**src/rtl/dbg_link_pkg.sv**
```systemverilog
// rtl/dbg_link_pkg.sv - shared types and constants for the debug link master
//
// Purpose: FSM state encoding, the no-command code and frame byte counts
//          used by dbg_link_master.
// Ports:   none (package).

package dbg_link_pkg;

  typedef enum logic [2:0] {
    ST_RX_CMD   = 3'd0,
    ST_RX_ADDR  = 3'd1,
    ST_RX_DATA  = 3'd2,
    ST_ISSUE    = 3'd3,
    ST_WAIT_RDY = 3'd4,
    ST_TX_RESP  = 3'd5
  } state_e;

  localparam logic [7:0] CMD_NOP = 8'h00;

  localparam int ADDR_BYTES = 4;
  localparam int DATA_BYTES = 4;
  localparam int RESP_BYTES = 4;

  // Byte-lane index of the final byte of a multi-byte field.
  function automatic logic [1:0] last_lane(input int nbytes);
    return 2'(nbytes - 1);
  endfunction

endpackage

```
**src/rtl/dbg_link_master.sv**
```systemverilog
// rtl/dbg_link_master.sv - byte-stream to debug-bus bridge with timeout
//
// Purpose: receives 9-byte frames (cmd, addr[4], data[4], little-endian) on
//          the rx stream, issues the command to a debug module, waits for its
//          completion strobe (or a timeout) and returns a 4-byte response on
//          the tx stream. A cmd byte of 8'h00 is consumed and dropped.
// Ports:
//   clk          clock, all state on rising edge
//   rst_i        synchronous active-high reset
//   rx_data_i    inbound byte          rx_valid_i / rx_ready_o handshake
//   tx_data_o    outbound byte         tx_valid_o / tx_ready_i handshake
//   dbg_cmd_o    debug command (8'h00 = none)
//   dbg_addr_o   debug address
//   dbg_data_o   debug write data
//   dbg_data_i   debug read data, sampled with dbg_ready_i
//   dbg_ready_i  debug completion strobe
//   busy_o       high whenever not waiting for a command byte
//   timeout_o    sticky command-timeout flag, cleared only by reset

module dbg_link_master
  import dbg_link_pkg::*;
#(
  parameter int unsigned   TIMEOUT_CYCLES = 1024,
  parameter logic [31:0]   TIMEOUT_WORD   = 32'hDEADBEEF
) (
  input  logic        clk,
  input  logic        rst_i,
  input  logic [7:0]  rx_data_i,
  input  logic        rx_valid_i,
  output logic        rx_ready_o,
  output logic [7:0]  tx_data_o,
  output logic        tx_valid_o,
  input  logic        tx_ready_i,
  output logic [7:0]  dbg_cmd_o,
  output logic [31:0] dbg_addr_o,
  output logic [31:0] dbg_data_o,
  input  logic [31:0] dbg_data_i,
  input  logic        dbg_ready_i,
  output logic        busy_o,
  output logic        timeout_o
);

  localparam int unsigned     WAIT_W     = $clog2(TIMEOUT_CYCLES + 1);
  localparam logic [WAIT_W-1:0] WAIT_LIMIT = WAIT_W'(TIMEOUT_CYCLES);

  state_e             state_q, state_d;
  logic [1:0]         cnt_q, cnt_d;
  logic [WAIT_W-1:0]  wait_q, wait_d;
  logic [WAIT_W-1:0]  wait_inc;
  logic [7:0]         cmd_q, cmd_d;
  logic [31:0]        addr_q, addr_d;
  logic [31:0]        data_q, data_d;
  logic [7:0]         dbg_cmd_q, dbg_cmd_d;
  logic [31:0]        dbg_addr_q, dbg_addr_d;
  logic [31:0]        dbg_data_q, dbg_data_d;
  logic [31:0]        resp_q, resp_d;
  logic               timeout_q, timeout_d;
  logic               rx_take;

  // rx_ready_o is forced low during the reset cycle, so a byte presented
  // then is never counted as taken.
  assign rx_take  = rx_valid_i & ~rst_i;
  assign wait_inc = wait_q + 1'b1;

  always_comb begin
    state_d    = state_q;
    cnt_d      = cnt_q;
    wait_d     = wait_q;
    cmd_d      = cmd_q;
    addr_d     = addr_q;
    data_d     = data_q;
    dbg_cmd_d  = dbg_cmd_q;
    dbg_addr_d = dbg_addr_q;
    dbg_data_d = dbg_data_q;
    resp_d     = resp_q;
    timeout_d  = timeout_q;
    rx_ready_o = 1'b0;
    tx_valid_o = 1'b0;
    tx_data_o  = 8'h00;

    case (state_q)
      ST_RX_CMD: begin
        rx_ready_o = ~rst_i;
        if (rx_take) begin
          cmd_d = rx_data_i;
          cnt_d = 2'd0;
          if (rx_data_i != CMD_NOP) begin
            state_d = ST_RX_ADDR;
          end
        end
      end

      ST_RX_ADDR: begin
        rx_ready_o = ~rst_i;
        if (rx_take) begin
          addr_d[{cnt_q, 3'b000} +: 8] = rx_data_i;
          cnt_d = cnt_q + 2'd1;
          if (cnt_q == last_lane(ADDR_BYTES)) begin
            state_d = ST_RX_DATA;
          end
        end
      end

      ST_RX_DATA: begin
        rx_ready_o = ~rst_i;
        if (rx_take) begin
          data_d[{cnt_q, 3'b000} +: 8] = rx_data_i;
          cnt_d = cnt_q + 2'd1;
          if (cnt_q == last_lane(DATA_BYTES)) begin
            // Present the whole frame to the debug bus from the next cycle;
            // data_d already holds the byte arriving on this edge.
            state_d    = ST_ISSUE;
            dbg_cmd_d  = cmd_q;
            dbg_addr_d = addr_q;
            dbg_data_d = data_d;
            wait_d     = '0;
          end
        end
      end

      ST_ISSUE: begin
        wait_d = '0;
        if (dbg_ready_i) begin
          resp_d    = dbg_data_i;
          dbg_cmd_d = CMD_NOP;
          state_d   = ST_TX_RESP;
        end else begin
          state_d   = ST_WAIT_RDY;
        end
      end

      ST_WAIT_RDY: begin
        wait_d = wait_inc;
        // A completion arriving on the expiry cycle still counts as success.
        if (dbg_ready_i) begin
          resp_d    = dbg_data_i;
          dbg_cmd_d = CMD_NOP;
          state_d   = ST_TX_RESP;
        end else if (wait_inc == WAIT_LIMIT) begin
          resp_d    = TIMEOUT_WORD;
          timeout_d = 1'b1;
          dbg_cmd_d = CMD_NOP;
          state_d   = ST_TX_RESP;
        end
      end

      ST_TX_RESP: begin
        tx_valid_o = 1'b1;
        tx_data_o  = resp_q[{cnt_q, 3'b000} +: 8];
        if (tx_ready_i) begin
          cnt_d = cnt_q + 2'd1;
          if (cnt_q == last_lane(RESP_BYTES)) begin
            state_d = ST_RX_CMD;
          end
        end
      end

      default: begin
        state_d = ST_RX_CMD;
        cnt_d   = 2'd0;
      end
    endcase
  end

  always_ff @(posedge clk) begin
    if (rst_i) begin
      state_q    <= ST_RX_CMD;
      cnt_q      <= 2'd0;
      wait_q     <= '0;
      cmd_q      <= CMD_NOP;
      addr_q     <= 32'h0;
      data_q     <= 32'h0;
      dbg_cmd_q  <= CMD_NOP;
      dbg_addr_q <= 32'h0;
      dbg_data_q <= 32'h0;
      resp_q     <= 32'h0;
      timeout_q  <= 1'b0;
    end else begin
      state_q    <= state_d;
      cnt_q      <= cnt_d;
      wait_q     <= wait_d;
      cmd_q      <= cmd_d;
      addr_q     <= addr_d;
      data_q     <= data_d;
      dbg_cmd_q  <= dbg_cmd_d;
      dbg_addr_q <= dbg_addr_d;
      dbg_data_q <= dbg_data_d;
      resp_q     <= resp_d;
      timeout_q  <= timeout_d;
    end
  end

  assign dbg_cmd_o  = dbg_cmd_q;
  assign dbg_addr_o = dbg_addr_q;
  assign dbg_data_o = dbg_data_q;
  assign timeout_o  = timeout_q;
  assign busy_o     = (state_q != ST_RX_CMD);

endmodule

```
**config.mk**
```make
export PLATFORM = sky130hd
export DESIGN_NAME = dbg_link_master
export DESIGN_NICKNAME = d
export VERILOG_FILES = /design/src/rtl/dbg_link_pkg.sv /design/src/rtl/dbg_link_master.sv
export SDC_FILE = /design/constraint.sdc
export NUM_CORES = 1
export LEC_CHECK = 0
export ABC_AREA = 1
export CORE_MARGIN = 2
export CORE_UTILIZATION = 54
export CTS_CLUSTER_SIZE = 8
export DETAILED_ROUTE_END_ITERATION = 10
export GPL_TIMING_DRIVEN = 0
export HOLD_SLACK_MARGIN = 0.08
export PLACE_DENSITY = 0.8
export SYNTH_ARGS = -nofsm -noshare
export SYNTH_HDL_FRONTEND = slang
export SYNTH_SLANG_ARGS = --single-unit
```
**constraint.sdc**
```tcl
create_clock -name clk -period 3.36 [get_ports clk]
set_clock_uncertainty 0.05 [all_clocks]
set_input_delay 0.504 -clock clk [delete_from_list [all_inputs] [get_ports clk]]
set_output_delay 0.504 -clock clk [all_outputs]
set_load 0.01 [all_outputs]
```
==> results.toml, run 1 <==
[logic_synthesis]
synth_cell_types = 34
syn_area_um2 = 8110
synth-warning-count = 0
syn_area_per_cell_um2 = 7.49
syn-num-nets = 1136
synthCells = 1084
ys_ff_latch = 193
synth_seq_area_share = 0.476

[setup_path]
worstSetupPathType = "reg2out"
worst_path_most_repeated_cell = "clkbuf_2"
cpPeakStageDelay_ps = 500
critPathSlowestCell = "clkdlybuf4s50_1"
required_ps = 2810
ff2ff_path_depth = 12
rr_startpoint = "cnt_q[0]$_SDFFE_PP0P_"
crit_fanout = 12
endpoint_kind = "output port"
start_kind = "flip-flop"
setup.worst_path.start = "cnt_q[0]$_SDFFE_PP0P_"
path_cells = "clkinv_1 > clkbuf_2 > clkbuf_2 > o21ai_0 > a21oi_1 > clkdlybuf4s50_1"
arrival_ps = 2670

[sta]
finalCritPeriodShare = 0.959
worst_slew_pin_slew_ps = 657
min_period_ps = 3220
slew_viol_final = 0
rsz0062_at_grt = "false"
relSlewSlack = 0.558
holdWs_ps = 409
finalHoldViolCount = 0
max_freq_ghz = 0.310
setup_viol = 0

[power]
leakage_uw = 0.00362
p_comb_frac = 0.076
clkPwrFrac = 0.421
internal_power_uw = 3450
p_switching_uw = 1160
ir_worst_vdd_mv = 0.342
swShare = 0.251
p_per_area_nw_per_um2 = 452
pwr-share-seq = 0.503

[global_route]
grt_pass1_vias = 7160
grt_max_degree = 18
grt_util_all_layers = 0.291
antenna_found_initial = 0
grt-ovfl-total = 0
grt_pass1_wl_mm = 36.9

[hold_path]
whs_path_depth = 2
hp-start = "resp_q[5]$_SDFFE_PP0P_"
hold_class = "reg2reg"

[floorplanning]
coreArea_um2 = 14600
ioPinCount = 129
die_h_um = 127
rows = 44
start_util = 0.556
dieArea_um2 = 16000
die_x_um = 127

[final_layout]
finish.utilization = 0.699
drive_gt1_frac = 0.0790
num-fill-cells = 1192
syn_to_final_growth_pct = 25.7
register_area_um2 = 3860
multi_input_area_um2 = 3530
antenna_cells = 0
final_nets = 1281

[routing]
wl_per_cell_um = 16.5
via_per_inst = 5.60
drt-initial-drc-count = 758
vias = 7977
dr.pass1.iters = 9
route.antenna.remaining_nets = 0
post-route-drc-count = 0
routed_wl_mm = 23.5

[placed_design]
dp_hpwl_mm = 17.4
routabilityCongestion = 0.960
port_buffers = 127

[clock_tree]
holdBufCountCts = 0
clk_pin_slew_ps = 70
cts_tree = "yes"
root_buffer = "clkbuf_16"
clock-sinks = 193
cts_buffers = 17
cts_max_level = 4
clk_latency_ps = 440
clockBufferDepth = 2

[run]
maxCapViolCount = 0

[status]
status = "finished clean"
cell usage in the layout, fill, tap and decap left out, types with 4 or more instances in the layout:
master / synthesis / layout
nand2_1: 180 / 180
clkbuf_16: 0 / 17
a21oi_1: 141 / 141
clkdlybuf4s50_1: 0 / 127
o21ai_0: 156 / 156
inv_2: 4 / 4
nor2_2: 4 / 4
clkinv_1: 4 / 4
inv_6: 0 / 5
a211oi_1: 7 / 7
nand2_2: 5 / 5
inv_1: 108 / 108
buf_2: 13 / 14
dfxtp_1: 193 / 193
nand3_1: 32 / 32
clkbuf_1: 46 / 42
o31ai_1: 24 / 24
nor3_1: 24 / 21
nor2_1: 83 / 83
ha_1: 7 / 6
mux2i_1: 4 / 4
a21oi_2: 24 / 24
flip-flops by register name (all words and copies together) (netlist names):
| signal | flops |
|---|---|
| dbg_cmd_o | 8 |
| cmd_q | 8 |
| data_q | 32 |
| dbg_data_o | 32 |
| state_q | 3 |
| resp_q | 32 |
| cnt_q | 2 |
| addr_q | 32 |
| dbg_addr_o | 32 |
| timeout_o | 1 |
| wait_q | 11 |
repair_timing:
action,4_1_cts,5_1_grt
setup endpoints to repair,15,57
setup buffers,0,0
pin swaps,0,0
resized for setup,2,8
cell usage after synthesis, drive strengths merged:
cell type | n | area (µm²)
buf | 20 | 129
mux2i | 4 | 40.0
ha | 7 | 87.6
nand3 | 32 | 160
or2 | 1 | 6.26
o211ai | 3 | 22.5
o21a | 1 | 7.51
clkbuf | 46 | 173
dfxtp | 193 | 3860
o21ai | 158 | 791
inv | 112 | 420
nor2 | 87 | 337
o31ai | 24 | 180
o22ai | 1 | 6.26
clkinv | 4 | 15.0
nor3 | 24 | 120
nand2 | 187 | 729
a21oi | 165 | 916
nand3b | 1 | 7.51
a31oi | 2 | 12.5
nand4 | 3 | 18.8
o21bai | 2 | 18.8
a211oi | 7 | 52.6
layer usage:
| metal | track usage | vias to the layer above | share of wire |
|---|---|---|---|
| met2 | 0.445 | 356 | 0.45 |
| met3 | 0.0447 | 50 | 0.077 |
| li1 | - | 3896 | - |
| met1 | 0.414 | 3675 | 0.45 |
| met4 | 0.120 | 0 | 0.027 |
| met5 | 0 | - | 0 |
power groups by stage:
stage          sequential, µW  combinational (µW)  clock, µW
2_1_floorplan            2370                 194          0
3_3_place_gp             2370                 334          0
3_5_place_dp             2370                 336          0
4_1_cts                  2320                 340       1960
5_1_grt                  2320                 379       2050
6_report                 2320                 352       1940
worst max-delay path, delay by kind of cell (launching register included):
family | cells | cell delay, ps
AO/OA/AOI/OAI | 2 | 460
flip-flops | 1 | 420
buffers and inverters | 4 | 1340
cell families after synthesis:
group,synth area share
mux,0.00493
fa+ha+maj,0.0108
compound gates,0.247
buf+inv,0.0908
simple gates,0.170
flops,0.476
layout make-up:
class / instances / share of cell area
Buffer: 65 / 0.0297
Multi-Input combinational cell: 709 / 0.346
Inverter: 116 / 0.0427
Sequential cell: 193 / 0.379
Clock buffer: 20 / 0.0458
Clock inverter: 11 / 0.00945
Tap cell: 184 / 0.0226
Timing Repair Buffer: 127 / 0.125
path summary, 6_finish.rpt:
kind,end,slack [ps]
min,resp_q[5]$_SDFFE_PP0P_,410
max reg2reg,dbg_data_o[18]$_SDFFE_PP0P_,240
min reg2reg,resp_q[5]$_SDFFE_PP0P_,410
max,tx_data_o[3],140
metrics by stage:
| stage | area, µm² | setup slack, ps | TNS [ps] | power (µW) | std cells |
|---|---|---|---|---|---|
| 2_1_floorplan | 8110 | 926 | 0 | 2560 | 1084 |
| 3_3_place_gp | 9620 | -35.9 | -44.0 | 2700 | 1395 |
| 3_5_place_dp | 9620 | -29.9 | -83.5 | 2710 | 1395 |
| 4_1_cts | 10200 | 36.8 | 0 | 4620 | 1426 |
| 5_1_grt | 10200 | 29.5 | 0 | 4750 | 1425 |
| 6_report | 10200 | 137 | 0 | 4610 | 1425 |
Power figures use the tool's default switching activity.
==> run 2: changes to the inputs <==
- CELL_PAD_IN_SITES_DETAIL_PLACEMENT: not set -> 0
- CELL_PAD_IN_SITES_GLOBAL_PLACEMENT: not set -> 1
- CORE_UTILIZATION: 54 -> 39
- PLACE_DENSITY: 0.8 -> not set
- PLACE_DENSITY_LB_ADDON: not set -> 0.1
==> run 2 against run 1 <==
Register-to-register slack got worse by 120 ps. Routed wire length is 4.2% higher. Worst hold slack got worse by 1.1 ps. Sequential share of layout area fell by 0.48 points. Sequential cell count unchanged. Critical path depth is 6 higher. Clock power grew 2%. Combinational power is 1% higher. Via count is 4.4% lower.
==> results.toml, run 2 (same netlist as run 1, synthesis figures left out) <==
[final_layout]
final_nets = 1281
finish.utilization = 0.509
syn_to_final_growth_pct = 27.3
layout_commonest_cell = "dfxtp_1"
mostFrequentLayoutCells = "dfxtp_1 (193), nand2_1 (180), o21ai_0 (156)"
drive_gt1_frac = 0.0821
antenna_cells = 0

[clock_tree]
root_buffer = "clkbuf_16"
clockBufferDepth = 2
clock-sinks = 193
cts_tree = "yes"
cts_buffers = 17
clk_pin_slew_ps = 70
holdBufCountCts = 0
cts_max_level = 4
clk_latency_ps = 440

[power]
ir_worst_vdd_mv = 0.350
p_per_area_nw_per_um2 = 451
total_power_uw = 4660
leakage_uw = 0.00363

[floorplanning]
coreArea_um2 = 20300
die_h_um = 148
start_util = 0.400
die_x_um = 148
ioPinCount = 129
dieArea_um2 = 22000
rows = 52

[hold_path]
hp-start = "addr_q[7]$_SDFFE_PP0P_"
whs_path_depth = 2
hold_class = "reg2reg"
min_to = "addr_q[7]$_SDFFE_PP0P_"

[global_route]
grt-ovfl-total = 0
antenna_found_initial = 0
grt_max_degree = 19
grt_pass1_vias = 7168
grt_pass1_wl_mm = 38.6
grt_util_all_layers = 0.224

[sta]
slew_viol_final = 0
setup_viol = 0
worst_slew_pin_slew_ps = 702
finalHoldViolCount = 0
max_freq_ghz = 0.309
finalCritPeriodShare = 0.963
min_period_ps = 3240
relSlewSlack = 0.532

[routing]
vias = 7623
dr.pass1.iters = 5
via_per_inst = 5.04
route.antenna.remaining_nets = 0
routed_wl_mm = 24.5
post-route-drc-count = 0
drt-initial-drc-count = 559
wl_per_cell_um = 16.2

[status]
status = "finished clean"

[setup_path]
r2r_slack_ps = 120
ff2ff_path_depth = 12
arrival_ps = 3560
required_ps = 3680
r2r-end = "dbg_data_o[17]$_SDFFE_PP0P_"
rr_startpoint = "cnt_q[0]$_SDFFE_PP0P_"
start_kind = "flip-flop"
crit_fanout = 12
endpoint_kind = "flip-flop"
worstSetupPathType = "reg2reg"

[run]
maxCapViolCount = 0

[placed_design]
dp_hpwl_mm = 18.1
routabilityCongestion = 0.915
port_buffers = 127
==> run 2: changes by cell type in the layout (fill, tap and decap cells not counted), sizes merged <==
cell      previous run  this run
clkinvlp             1         0
clkbuf              65        63
buf                 20        21
clkinv               7        10
==> run 2: timing repair <==
action	4_1_cts	5_1_grt
setup buffers	0	0
gates resized for setup	3	10
gates cloned	0	0
setup endpoints to repair	35	33
==> run 2: worst max-delay path by stage <==
stage	end	start	cells after the start	slack, ps
after CTS	dbg_data_o[11]$_SDFFE_PP0P_	cnt_q[0]$_SDFFE_PP0P_	12	40
after global routing	dbg_data_o[17]$_SDFFE_PP0P_	cnt_q[0]$_SDFFE_PP0P_	12	-30
final	dbg_data_o[17]$_SDFFE_PP0P_	cnt_q[0]$_SDFFE_PP0P_	12	120
after detailed placement	dbg_data_o[11]$_SDFFE_PP0P_	cnt_q[0]$_SDFFE_PP0P_	13	-200
after global placement	dbg_data_o[11]$_SDFFE_PP0P_	cnt_q[0]$_SDFFE_PP0P_	13	-230
after floorplan	dbg_data_o[18]$_SDFFE_PP0P_	cnt_q[0]$_SDFFE_PP0P_	13	930
==> run 2: critical path: stages, from the launching register on <==
cell and delay, ps:
dfxtp_1 420, clkinv_1 270, clkbuf_2 310, clkbuf_2 280, ha_2 480, inv_1 170
nor2_1 150, inv_2 120, nor3_1 390, nand2_1 120, o21ai_0 170, nand2_1 110
a21oi_1 130
==> run 2: layout make-up <==
class	count	area [µm²]
plain buffers	65	303
clock buffers	19	453
clock inverters	13	118
fillers	2067	9970
inverters	116	435
multi-input cells	709	3550
flip-flops and latches	193	3860
well taps	270	338
repair buffers	127	1270
==> run 2: metrics by stage <==
step | instances | hold slack (ps) | setup slack [ps] | area, µm² | TNS (ps)
2_1_floorplan | 1084 | 380 | 926 | 8110 | 0
3_3_place_gp | 1481 | 394 | -232 | 9720 | -2560
3_5_place_dp | 1481 | 397 | -203 | 9720 | -2030
4_1_cts | 1512 | 408 | 40.1 | 10300 | 0
5_1_grt | 1512 | 422 | -26.5 | 10300 | -26.5
6_report | 1512 | 408 | 124 | 10300 | 0
==> run 2: report_power, final <==
group	leakage, µW	internal [µW]	switching (µW)
Sequential	0.00156	2310	11.1
Clock	0.000285	1020	965
Combinational	0.00179	120	237
==> run 2: layer usage <==
layer | GRT usage | share of wire | vias to the layer above
li1 | - | - | 3880
met1 | 0.317 | 0.49 | 3504
met5 | 0 | 0 | -
met2 | 0.347 | 0.44 | 210
met4 | 0.0705 | 0.019 | 0
met3 | 0.0439 | 0.051 | 29
==> run 3: changes to the inputs <==
- RECOVER_POWER: not set -> 25
- clock period: 3.36 -> 3.4 ns (I/O delays scaled with it)
==> run 3 against run 2 <==
Setup slack gained 13 ps. Critical path depth fell by 1. Core utilization unchanged. First-iteration DRC count shrank 1.3%. Sequential cell count unchanged. Cell area stayed put. Via count decreased by 0.18%. Clock power barely moved. Sequential share of layout area unchanged. Routed wire length barely moved. Critical endpoint is now dbg_data_o[2]$_SDFFE_PP0P_. Largest cell class unchanged.
==> results.toml, run 3 (same netlist as run 1, synthesis figures left out) <==
[status]
status = "finished clean"

[clock_tree]
clk_latency_ps = 440
holdBufCountCts = 0
cts_buffers = 17
clock-sinks = 193
cts_tree = "yes"
clockBufferDepth = 2
root_buffer = "clkbuf_16"
cts_max_level = 4
clk_pin_slew_ps = 70

[global_route]
grt_max_degree = 19
grt_util_all_layers = 0.224
grt_pass1_wl_mm = 38.6
antenna_found_initial = 0
grt-ovfl-total = 0
grt_pass1_vias = 7169

[sta]
slew_viol_final = 0
max_freq_ghz = 0.306
finalCritPeriodShare = 0.960
rsz0062_at_grt = "true"
relSlewSlack = 0.535
worst_slew_pin_slew_ps = 698
finalHoldViolCount = 0
setup_viol = 0
min_period_ps = 3260
setup_slack_ps = 137

[setup_path]
start_kind = "flip-flop"
worst_path_most_repeated_cell = "nand2_1"
worstSetupPathType = "reg2reg"
crit_end = "dbg_data_o[2]$_SDFFE_PP0P_"
crit_fanout = 12
arrival_ps = 3590
required_ps = 3730
r2r-end = "dbg_data_o[2]$_SDFFE_PP0P_"
critPathSlowestCell = "ha_1"
rr_startpoint = "cnt_q[0]$_SDFFE_PP0P_"
ff2ff_path_depth = 11
r2r_slack_ps = 140
endpoint_kind = "flip-flop"
setup.worst_path.start = "cnt_q[0]$_SDFFE_PP0P_"
path_cells = "clkinv_1 > clkbuf_2 > clkbuf_2 > ha_1 > inv_1 > nand2_1 > nor3_1 > nand2_1 > o21ai_0 > nand2_1 > a21oi_1"
cpPeakStageDelay_ps = 480

[placed_design]
routabilityCongestion = 0.915
dp_slack_ps = -163
dp_hpwl_mm = 18.1
post_dp_cell_area_um2 = 9720
port_buffers = 127

[power]
p_per_area_nw_per_um2 = 446
leakage_uw = 0.00387
ir_worst_vdd_mv = 0.344

[floorplanning]
coreArea_um2 = 20300
ioPinCount = 129
start_util = 0.400
die_x_um = 148
die_h_um = 148
rows = 52
dieArea_um2 = 22000

[final_layout]
num-fill-cells = 2066
fin_area_um2 = 10300
finish.utilization = 0.509
syn_to_final_growth_pct = 27.3
final_nets = 1281
mostFrequentLayoutCells = "dfxtp_1 (193), nand2_1 (180), o21ai_0 (156)"
antenna_cells = 0
layout_commonest_cell = "dfxtp_1"
drive_gt1_frac = 0.0797

[routing]
drt-initial-drc-count = 552
post-route-drc-count = 0
routed_wl_mm = 24.5
vias = 7609
route.antenna.remaining_nets = 0
via_per_inst = 5.03
dr.pass1.iters = 5
wl_per_cell_um = 16.2

[run]
maxCapViolCount = 0

[hold_path]
hold_class = "reg2reg"
[run 3: cell types whose count changed in the layout (fill, tap and decap cells not counted), sizes merged]
cell / previous run / this run
clkdlybuf4s50: 127 / 62
dlygate4sd3: 0 / 65
buf: 21 / 20
clkbuf: 63 / 64
clkinv: 10 / 11
inv: 119 / 118
[run 3: worst min-delay path by stage]
stage | from | endpoint | slack, ps | cells past startpoint
2_1_floorplan | addr_q[0]$_SDFFE_PP0P_ | addr_q[0]$_SDFFE_PP0P_ | 380 | 2
3_3_place_gp | addr_q[17]$_SDFFE_PP0P_ | dbg_addr_o[17]$_SDFFE_PP0P_ | 390 | 2
3_5_place_dp | resp_q[2]$_SDFFE_PP0P_ | resp_q[2]$_SDFFE_PP0P_ | 400 | 2
4_1_cts | resp_q[2]$_SDFFE_PP0P_ | resp_q[2]$_SDFFE_PP0P_ | 410 | 2
5_1_grt | resp_q[1]$_SDFFE_PP0P_ | resp_q[1]$_SDFFE_PP0P_ | 420 | 2
6_report | addr_q[17]$_SDFFE_PP0P_ | dbg_addr_o[17]$_SDFFE_PP0P_ | 410 | 2
[run 3: per-stage QoR]
step	std cells	hold WS, ps	TNS [ps]	total power (µW)
final	1512	408	0	4600
after global routing	1512	422	-119	4770
after CTS	1513	408	-390	4630
after detailed placement	1481	397	-1160	2690
after global placement	1481	394	-1570	2690
after floorplan	1084	380	0	2530
[run 3: cell type report]
cell class / instances / area (µm²) / share of cell area
sequential: 193 / 3860 / 0.374
multi-input combinational: 709 / 3550 / 0.343
clock inverter: 13 / 118 / 0.0114
inverter: 116 / 435 / 0.0422
tap: 270 / 338 / 0.0327
buffer: 65 / 303 / 0.0293
clock buffer: 19 / 453 / 0.0439
timing repair buffer: 127 / 1270 / 0.123
[run 3: metal layers]
metal | GRT usage | part of all wire | up-vias
met5 | 0 | 0 | -
met4 | 0.0705 | 0.021 | 0
met3 | 0.0439 | 0.044 | 37
met2 | 0.347 | 0.44 | 196
met1 | 0.317 | 0.49 | 3485
li1 | - | - | 3891
[run 3: what timing repair did]
action	4_1_cts	5_1_grt
pin swaps	0	0
gates resized for setup	2	11
setup buffers	0	0
cloned	0	0
setup endpoints to repair	29	48
[run 3: where the power goes]
part / leakage, µW / switching [µW] / total (µW) / internal (µW)
Combinational: 0.00202 / 234 / 351 / 117
Sequential: 0.00156 / 11.0 / 2290 / 2280
Clock: 0.000285 / 958 / 1960 / 1000
Total: 0.00387 / 1200 / 4600 / 3400
[run 3: critical path, delay by kind of cell, from the launching register on]
family	cells	cell delay, ps
AO/OA/AOI/OAI	2	320
AND/OR/NAND/NOR	4	820
buffers and inverters	4	1100
adder cells (fa/ha/maj)	1	480
flip-flops	1	420
